$ cat config.mk
export PLATFORM = sky130hd
export DESIGN_NAME = seg7_scan_display
export DESIGN_NICKNAME = d
export VERILOG_FILES = /design/src/rtl/seg7_scan_display.sv
export SDC_FILE = /design/constraint.sdc
export NUM_CORES = 1
export LEC_CHECK = 0
export ABC_AREA = 1
export BUFFER_PORTS_ARGS = -buffer_cell sky130_fd_sc_hd__buf_4
export CORE_ASPECT_RATIO = 0.7
export CORE_MARGIN = 8
export CORE_UTILIZATION = 40
export DETAILED_ROUTE_END_ITERATION = 7
export GPL_TIMING_DRIVEN = 0
export HOLD_SLACK_MARGIN = 0.05
export PLACE_DENSITY = 0.69
export SYNTH_ARGS = -nofsm -noshare
export SYNTH_HDL_FRONTEND = slang
export SYNTH_SLANG_ARGS = --single-unit
$ cat constraint.sdc
create_clock -name clk_100MHz -period 1.54 [get_ports clk_100MHz]
set_input_delay 0.308 -clock clk_100MHz [delete_from_list [all_inputs] [get_ports clk_100MHz]]
set_output_delay 0.308 -clock clk_100MHz [all_outputs]
set_load 0.005 [all_outputs]
$ cat src/rtl/seg7_scan_display.sv
// seg7_scan_display: shows one selectable 32-bit CPU observation word as 8 hex
// digits on a multiplexed seven-segment display and mirrors ZF/OF on two LEDs.
// Optional feature: define LZ_BLANK_EN to blank leading-zero digits (digit 0 is
// always shown). Without the macro all 8 digits are lit in turn every scan.
module seg7_scan_display #(
  parameter int unsigned SCAN_DIV       = 100000,
  parameter bit          SEG_ACTIVE_LOW = 1'b1
) (
  input  logic        clk_100MHz,
  input  logic        rst,
  input  logic [31:0] F,
  input  logic [31:0] M_R_Data,
  input  logic [31:0] PC,
  input  logic        ZF,
  input  logic        OF,
  input  logic [1:0]  sel,
  input  logic        freeze,
  output logic [7:0]  an,
  output logic [7:0]  seg,
  output logic [1:0]  led
);

  localparam int unsigned CNT_W = (SCAN_DIV > 2) ? $clog2(SCAN_DIV) : 1;
  localparam logic [CNT_W-1:0] CNT_LAST = CNT_W'(SCAN_DIV - 1);
  localparam logic [7:0] POL = SEG_ACTIVE_LOW ? 8'hFF : 8'h00;

  logic [CNT_W-1:0] cnt;
  logic [2:0]       d;
  logic [31:0]      disp_val;
  logic             tick_c;
  logic [31:0]      src_c;
  logic [3:0]       nib_c;
  logic             blank_c;
  logic [7:0]       an_hi_c;
  logic [7:0]       seg_hi_c;

  // Hex digit to gfedcba segment pattern (active-high).
  function automatic logic [6:0] hexdec(input logic [3:0] v);
    logic [6:0] s;
    case (v)
      4'h0: s = 7'h3F;
      4'h1: s = 7'h06;
      4'h2: s = 7'h5B;
      4'h3: s = 7'h4F;
      4'h4: s = 7'h66;
      4'h5: s = 7'h6D;
      4'h6: s = 7'h7D;
      4'h7: s = 7'h07;
      4'h8: s = 7'h7F;
      4'h9: s = 7'h6F;
      4'hA: s = 7'h77;
      4'hB: s = 7'h7C;
      4'hC: s = 7'h39;
      4'hD: s = 7'h5E;
      4'hE: s = 7'h79;
      default: s = 7'h71;
    endcase
    return s;
  endfunction

  assign tick_c = (cnt == CNT_LAST);

  // Prescaler: one tick per digit slot.
  always_ff @(posedge clk_100MHz) begin
    if (rst) begin
      cnt <= '0;
    end else if (tick_c) begin
      cnt <= '0;
    end else begin
      cnt <= cnt + CNT_W'(1);
    end
  end

  // Digit index advances once per slot, wrapping 7 -> 0.
  always_ff @(posedge clk_100MHz) begin
    if (rst) begin
      d <= 3'd0;
    end else if (tick_c) begin
      d <= d + 3'd1;
    end
  end

  // Source word select.
  always_comb begin
    src_c = F;
    case (sel)
      2'b00:   src_c = F;
      2'b01:   src_c = M_R_Data;
      2'b10:   src_c = PC;
      default: src_c = {30'd0, OF, ZF};
    endcase
  end

  // Snapshot register; freeze holds the displayed word.
  always_ff @(posedge clk_100MHz) begin
    if (rst) begin
      disp_val <= 32'd0;
    end else if (!freeze) begin
      disp_val <= src_c;
    end
  end

  // Current digit decode, with optional leading-zero blanking.
  always_comb begin
    nib_c   = disp_val[{d, 2'b00} +: 4];
    blank_c = 1'b0;
`ifdef LZ_BLANK_EN
    blank_c = (d != 3'd0) && ((disp_val >> {d, 2'b00}) == 32'd0);
`else
    blank_c = 1'b0;
`endif
    an_hi_c  = 8'd0;
    seg_hi_c = 8'd0;
    if (!blank_c) begin
      an_hi_c  = 8'd1 << d;
      seg_hi_c = {freeze && (d == 3'd0), hexdec(nib_c)};
    end
  end

  // Registered outputs in board polarity.
  always_ff @(posedge clk_100MHz) begin
    if (rst) begin
      an  <= POL;
      seg <= POL;
      led <= 2'b00;
    end else begin
      an  <= an_hi_c ^ POL;
      seg <= seg_hi_c ^ POL;
      led <= {OF, ZF};
    end
  end

endmodule

-- Word-level counts from Yosys, hierarchy flattened
Memories as Yosys holds them, arrays and structs flattened.
Index checks and enable logic that the tools add are counted.
- flip-flop bits (word level): 70
- memories kept: 1
- word-level logic and storage cells: 21
- output and inout port bits: 18
- ROM bits: 112
- bitwise gates (word level): 2
- reduce and logical (&&, ||, !) cells: 4
- $add $sub $neg: 2
- multiplexer cells: 1
- equal/unequal tests: 3
- shifts and indexed selects: 2
- memories (name ; words ; bits a word ; read ports ; clocked after Yosys merged registers in ; wr ports ; RTL line ; text):
    (no name shown) ; 16 ; 7 ; 1 ; 0 ; 0 ; 40 ; case (v)
- operator list (cell ; count):
    $pmux 32 s3 ; 1
    $shiftx 32x6->4 ; 1
    $add 17x1->17 const B ; 1
    $eq 17x17->1 const B ; 1
    $not 8->8 ; 2
    $shl 1x3->8 const A ; 1
    $add 3x1->3 const B ; 1
    $logic_not 3->1 ; 1
    $eq 2x1->1 const B ; 1
    $eq 2x2->1 const B ; 1
    $logic_not 2->1 ; 1
    $reduce_or 2->1 ; 1
    $logic_and 1x1->1 ; 1

-- Logic depth before layout (Yosys ltp)
- depth after elaboration: 3
- depth in mapped cells: 14
- gate-level depth less buffers: 12

-- Least setup slack after synthesis
No wires, ideal clock.
- path type: reg2reg
- start point: reg d[0]
- end point: reg seg[0]
- slack: -0.158 ns
- buffers on the path: 2
- arrival time: 1.568 ns
- clock period less this slack: 1.698 ns
- cell stages (with the launch flop): 15
- cells stage by stage: dfxtp_1 -> buf_6 -> inv_8 -> buf_12 -> nand2_1 -> nand3_1 -> nand2_1 -> nand2_1 -> nand2_2 -> inv_2 -> ha_1 -> inv_1 -> nand3_1 -> nand3_1 -> nand3_1
- longest elaborated chain between the ends: 3
- RTL lines (item ; RTL line ; text):
    from (decl) ; 28 ; logic [2:0] d;
    from (signal assigned) ; 79 ; d <= d + 3'd1;
    $shiftx 32x6->4 ; 105 ; nib_c = disp_val[{d, 2'b00} +: 4];
    $mem_v2 16x7 ; n/a ;
    $not 8->8 (no source line) ; n/a ;
    to (signal assigned) ; 128 ; seg <= seg_hi_c ^ POL;
    to (decl) ; 19 ; output logic [7:0] seg,
Every way passes these cells.
A chain may end at the register's enable or synchronous reset.

-- Worst setup path after layout
- start point: reg d[0]
- end point: reg seg[3]
Same word-level chain as after synthesis.

==> run summary <==
SETUP PATH
------------------------------------------------------------------------------------------------------
Worst r2r path cells                                                                                13
Worst-path fanout max                                                                                8
Endpoint class of the critical path                                                           register
Slack of the worst reg-to-reg path                                                             -140 ps
Worst flop-to-flop path startpoint                                                                d[0]
Data arrival time at the worst-slack endpoint                                                  1890 ps
Startpoint type of the worst setup path                                                       register
Endpoint of the most critical register-to-register path                                         seg[3]
Category of the most critical setup path                                                  register to register
Crit path required time                                                                        1740 ps

STA
------------------------------------------------------------------------------------------------------
Normalized max-slew margin                                                                      0.6490
Clk_skew                                                                                      8.080 ps
Final-layout worst hold slack                                                                 195.6 ps
Slew of the pin with the lowest slew margin                                                   526.5 ps
Max Slew Vio Count                                                                                   0
Total negative slack                                                                         -658.2 ps
Setup slack of the critical path after layout                                                -142.8 ps
Post-route clock period utilization                                                              1.093
Final min period                                                                               1683 ps
Final-report hold violation count                                                                    0
Maximum clock frequency                                                                     0.5943 GHz
RSZ-0062 raised after global routing                                                              true
# setup viols final                                                                                  6

PWR
------------------------------------------------------------------------------------------------------
Post-layout total power                                                                       4.617 mW
Clock Power Share                                                                                0.419
Part of the total power dissipated in sequential elements                                        0.417
Fraction of power consumed by combinational cells                                                0.163
Worst vdd ir                                                                               0.0005856 V
Net Switching                                                                                 1.205 mW
Power per cell area                                                                       807.8 mW/mm^2
Internal Dissipation                                                                          3.412 mW
Net Sw Frac                                                                                     0.2610
P_leak                                                                                        2.583 nW

CLOCKING
------------------------------------------------------------------------------------------------------
Deepest clock path buffer count                                                                      2
Root cell of the clock tree                                                               sky130_fd_sc_hd__clkbuf_16
Hold bufs inserted after CTS                                                                         0
Clock insertion delay at the later pin of the skew report                                       340 ps
Clock transition at the register clock pins on the worst setup and hold paths after CTS          60 ps
Clock sink count                                                                                    70
Clock buffers created by TritonCTS                                                                   9
CTS tree                                                                                           yes
Count of H-tree levels built during CTS                                                              3

LOGIC SYNTHESIS
------------------------------------------------------------------------------------------------------
Most used flip-flop cell after synthesis                                                  sky130_fd_sc_hd__dfxtp_1
Yosys top cell area share                                                                       0.3556
Largest cells by area after synthesis                                                     sky130_fd_sc_hd__dfxtp_1 (36%), sky130_fd_sc_hd__nand2_1 (23%), sky130_fd_sc_hd__nand3_1 (9.0%)
Async set-or-reset flop fraction in the synthesized netlist                                          0
Register area share after synthesis                                                             0.3556
Distinct cell type count after synthesis                                                            32
Syn Nets                                                                                           715
Library cell occupying the most area in the post-synthesis netlist                        sky130_fd_sc_hd__dfxtp_1
Number of synthesized flops with an enable pin                                                       0
Post-synthesis instance area                                                              0.003941 sq mm
Post-synthesis instance total                                                                      599
Total of warnings raised by yosys                                                                    0
Avg Synthesized Cell Area                                                                  6.580 sq um
Number of synthesized register bits                                                                 70

DIE
------------------------------------------------------------------------------------------------------
Core area                                                                                 0.009647 sq mm
Site row count                                                                                      30
Starting density of the core                                                                    0.4086
Die height                                                                                    99.05 um
Width of the die                                                                              134.6 um
Die area                                                                                  0.01334 sq mm
Ports placed on the boundary                                                                       121

MIN PATH
------------------------------------------------------------------------------------------------------
HP Start                                                                                            ZF
Worst hold-check path type                                                                input pin to register
Worst hold endpoint                                                                             led[0]
Cell depth of the worst min-delay path                                                               3

JOB
------------------------------------------------------------------------------------------------------
Count of max-cap constraint violations                                                               0

DRT
------------------------------------------------------------------------------------------------------
Ratio of routed vias to standard cells                                                           4.815
Count of antenna-violating nets left after detailed routing                                          0
Number of detailed-routing iterations run before antenna repair                                      4
Post-detailed-route wirelength per cell                                                       13.34 um
Via count of the routed design                                                                    4261
Aggregate routed wire length                                                                  11810 um
DRC viols                                                                                            0
Number of DRC markers after the initial detailed-route iteration                                   300

PLACEMENT
------------------------------------------------------------------------------------------------------
Cell total after placement                                                                         846
Final RePlAce weighted congestion                                                               0.8401
Post-detail-place hpwl                                                                         8877 um
Buffers on Ports                                                                                   119

STATUS
------------------------------------------------------------------------------------------------------
Result of the run                                                                         finished with violations
Violated checks                                                                           negative setup slack

GRT
------------------------------------------------------------------------------------------------------
Vias in the first global route                                                                    4251
Total track usage                                                                               0.1771
Pin count of the biggest net entering global routing                                                14
Number of antenna violations at the first check in global routing                                    0
First-pass GRT wire length                                                                    19510 um
GRT overflow                                                                                         0

CELLS AND AREA
------------------------------------------------------------------------------------------------------
Count of filler cells inserted in the layout                                                       883
Multi-input logic area                                                                    0.002360 sq mm
Layout area overhead                                                                            45.02%
Sequential Area                                                                           0.001406 sq mm
Commonest cells after routing, fill and taps aside                                        sky130_fd_sc_hd__nand2_1 (224), sky130_fd_sc_hd__buf_4 (143), sky130_fd_sc_hd__dfxtp_1 (68)
Fraction of layout instances using a drive strength above 1                                     0.3355
Commonest non-fill, non-tap cell in the layout                                            sky130_fd_sc_hd__nand2_1
Net count reported at finish                                                                       868
Final Instance Count excl. Fillers                                                                 885
Number of inserted diodes                                                                            0

how the worst max path moves through the flow:
stage,start,endpoint,slack [ps],depth (start not counted)
2_1_floorplan,d[0],seg[3],-50,14
3_3_place_gp,d[0],seg[3],-250,13
3_5_place_dp,d[0],seg[6],-260,13
4_1_cts,d[0],seg[1],-100,14
5_1_grt,d[0],seg[0],-240,13
6_report,d[0],seg[3],-140,13
metrics by stage:
step                utilization  area [sq um]  worst slack [ps]
floorplan                     -          3988            -52.86
global placement         0.5226          5041            -251.5
detailed placement       0.5226          5041            -255.4
CTS                      0.5769          5565            -99.48
global route             0.5925          5715            -241.2
finish                   0.5925          5715            -142.8
state kept, by name, summed over array words and instances (netlist names):
| name | flops |
|---|---|
| seg | 8 |
| d | 3 |
| an | 8 |
| disp_val | 32 |
| cnt | 17 |
| led | 2 |
critical path, stage by stage (launching register included):
cell	delay [ps]
sky130_fd_sc_hd__dfxtp_4	400
sky130_fd_sc_hd__inv_8	50
sky130_fd_sc_hd__buf_12	140
sky130_fd_sc_hd__nand2_2	50
sky130_fd_sc_hd__nand2_1	50
sky130_fd_sc_hd__nand2_1	90
sky130_fd_sc_hd__nand3_2	110
sky130_fd_sc_hd__nand2_4	140
sky130_fd_sc_hd__inv_4	60
sky130_fd_sc_hd__ha_4	160
sky130_fd_sc_hd__inv_4	60
sky130_fd_sc_hd__nand3_4	70
sky130_fd_sc_hd__nand3_2	80
sky130_fd_sc_hd__nand3_2	70
power groups by stage:
stage	clock, mW	combinational (mW)	sequential (mW)
after floorplan	0	0.351	1.96
after global placement	0	0.666	1.96
after detailed placement	0	0.682	1.97
after CTS	1.97	0.725	1.93
after global routing	2.04	0.843	1.93
final	1.94	0.755	1.93
layout make-up:
cell class / count / share of cell area
repair buffers: 143 / 0.1900
clock buffers: 10 / 0.04181
inverters: 59 / 0.04335
plain buffers: 26 / 0.02977
clock inverters: 6 / 0.008100
well taps: 128 / 0.02802
multi-input cells: 443 / 0.4129
flip-flops and latches: 70 / 0.2461
repair_timing:
action	4_1_cts	5_1_grt
pin swaps	12	16
buffers inserted	11	13
hold endpoints to repair	0	0
setup endpoints to repair	7	10
resized for setup	35	13
logic make-up (layout without fill, tap and decap cells):
kind of cell / Yosys count / after routing / synth area share
AOI/OAI and AO/OA: 51 / 51 / 0.06953
xor gates and xnor gates: 5 / 5 / 0.01111
buffers and inverters: 86 / 244 / 0.1038
adders and majority gates: 13 / 13 / 0.04127
and+or+nand+nor: 374 / 374 / 0.4187
DFF: 70 / 70 / 0.3556
cell usage after synthesis (3+ instances only):
library cell,n
sky130_fd_sc_hd__inv_2,4
sky130_fd_sc_hd__buf_2,9
sky130_fd_sc_hd__clkbuf_1,10
sky130_fd_sc_hd__inv_1,52
sky130_fd_sc_hd__nand3_2,11
sky130_fd_sc_hd__nor3_1,3
sky130_fd_sc_hd__nand4_1,4
sky130_fd_sc_hd__o21ai_0,5
sky130_fd_sc_hd__a21oi_1,39
sky130_fd_sc_hd__nand2_2,9
sky130_fd_sc_hd__buf_6,6
sky130_fd_sc_hd__dfxtp_1,70
sky130_fd_sc_hd__ha_1,13
sky130_fd_sc_hd__nor2_1,30
sky130_fd_sc_hd__xor2_1,5
sky130_fd_sc_hd__a31oi_1,3
sky130_fd_sc_hd__nand3_1,71
sky130_fd_sc_hd__nand2_1,237
routing by layer:
layer  share of wire  up-vias  global-route usage
met3           0.061       17             0.04776
met4           0.013        0             0.06019
met5               0        -                   0
li1                -     2196                   -
met1            0.47     1915              0.2296
met2            0.46      133              0.2765
Power figures use the tool's default switching activity.
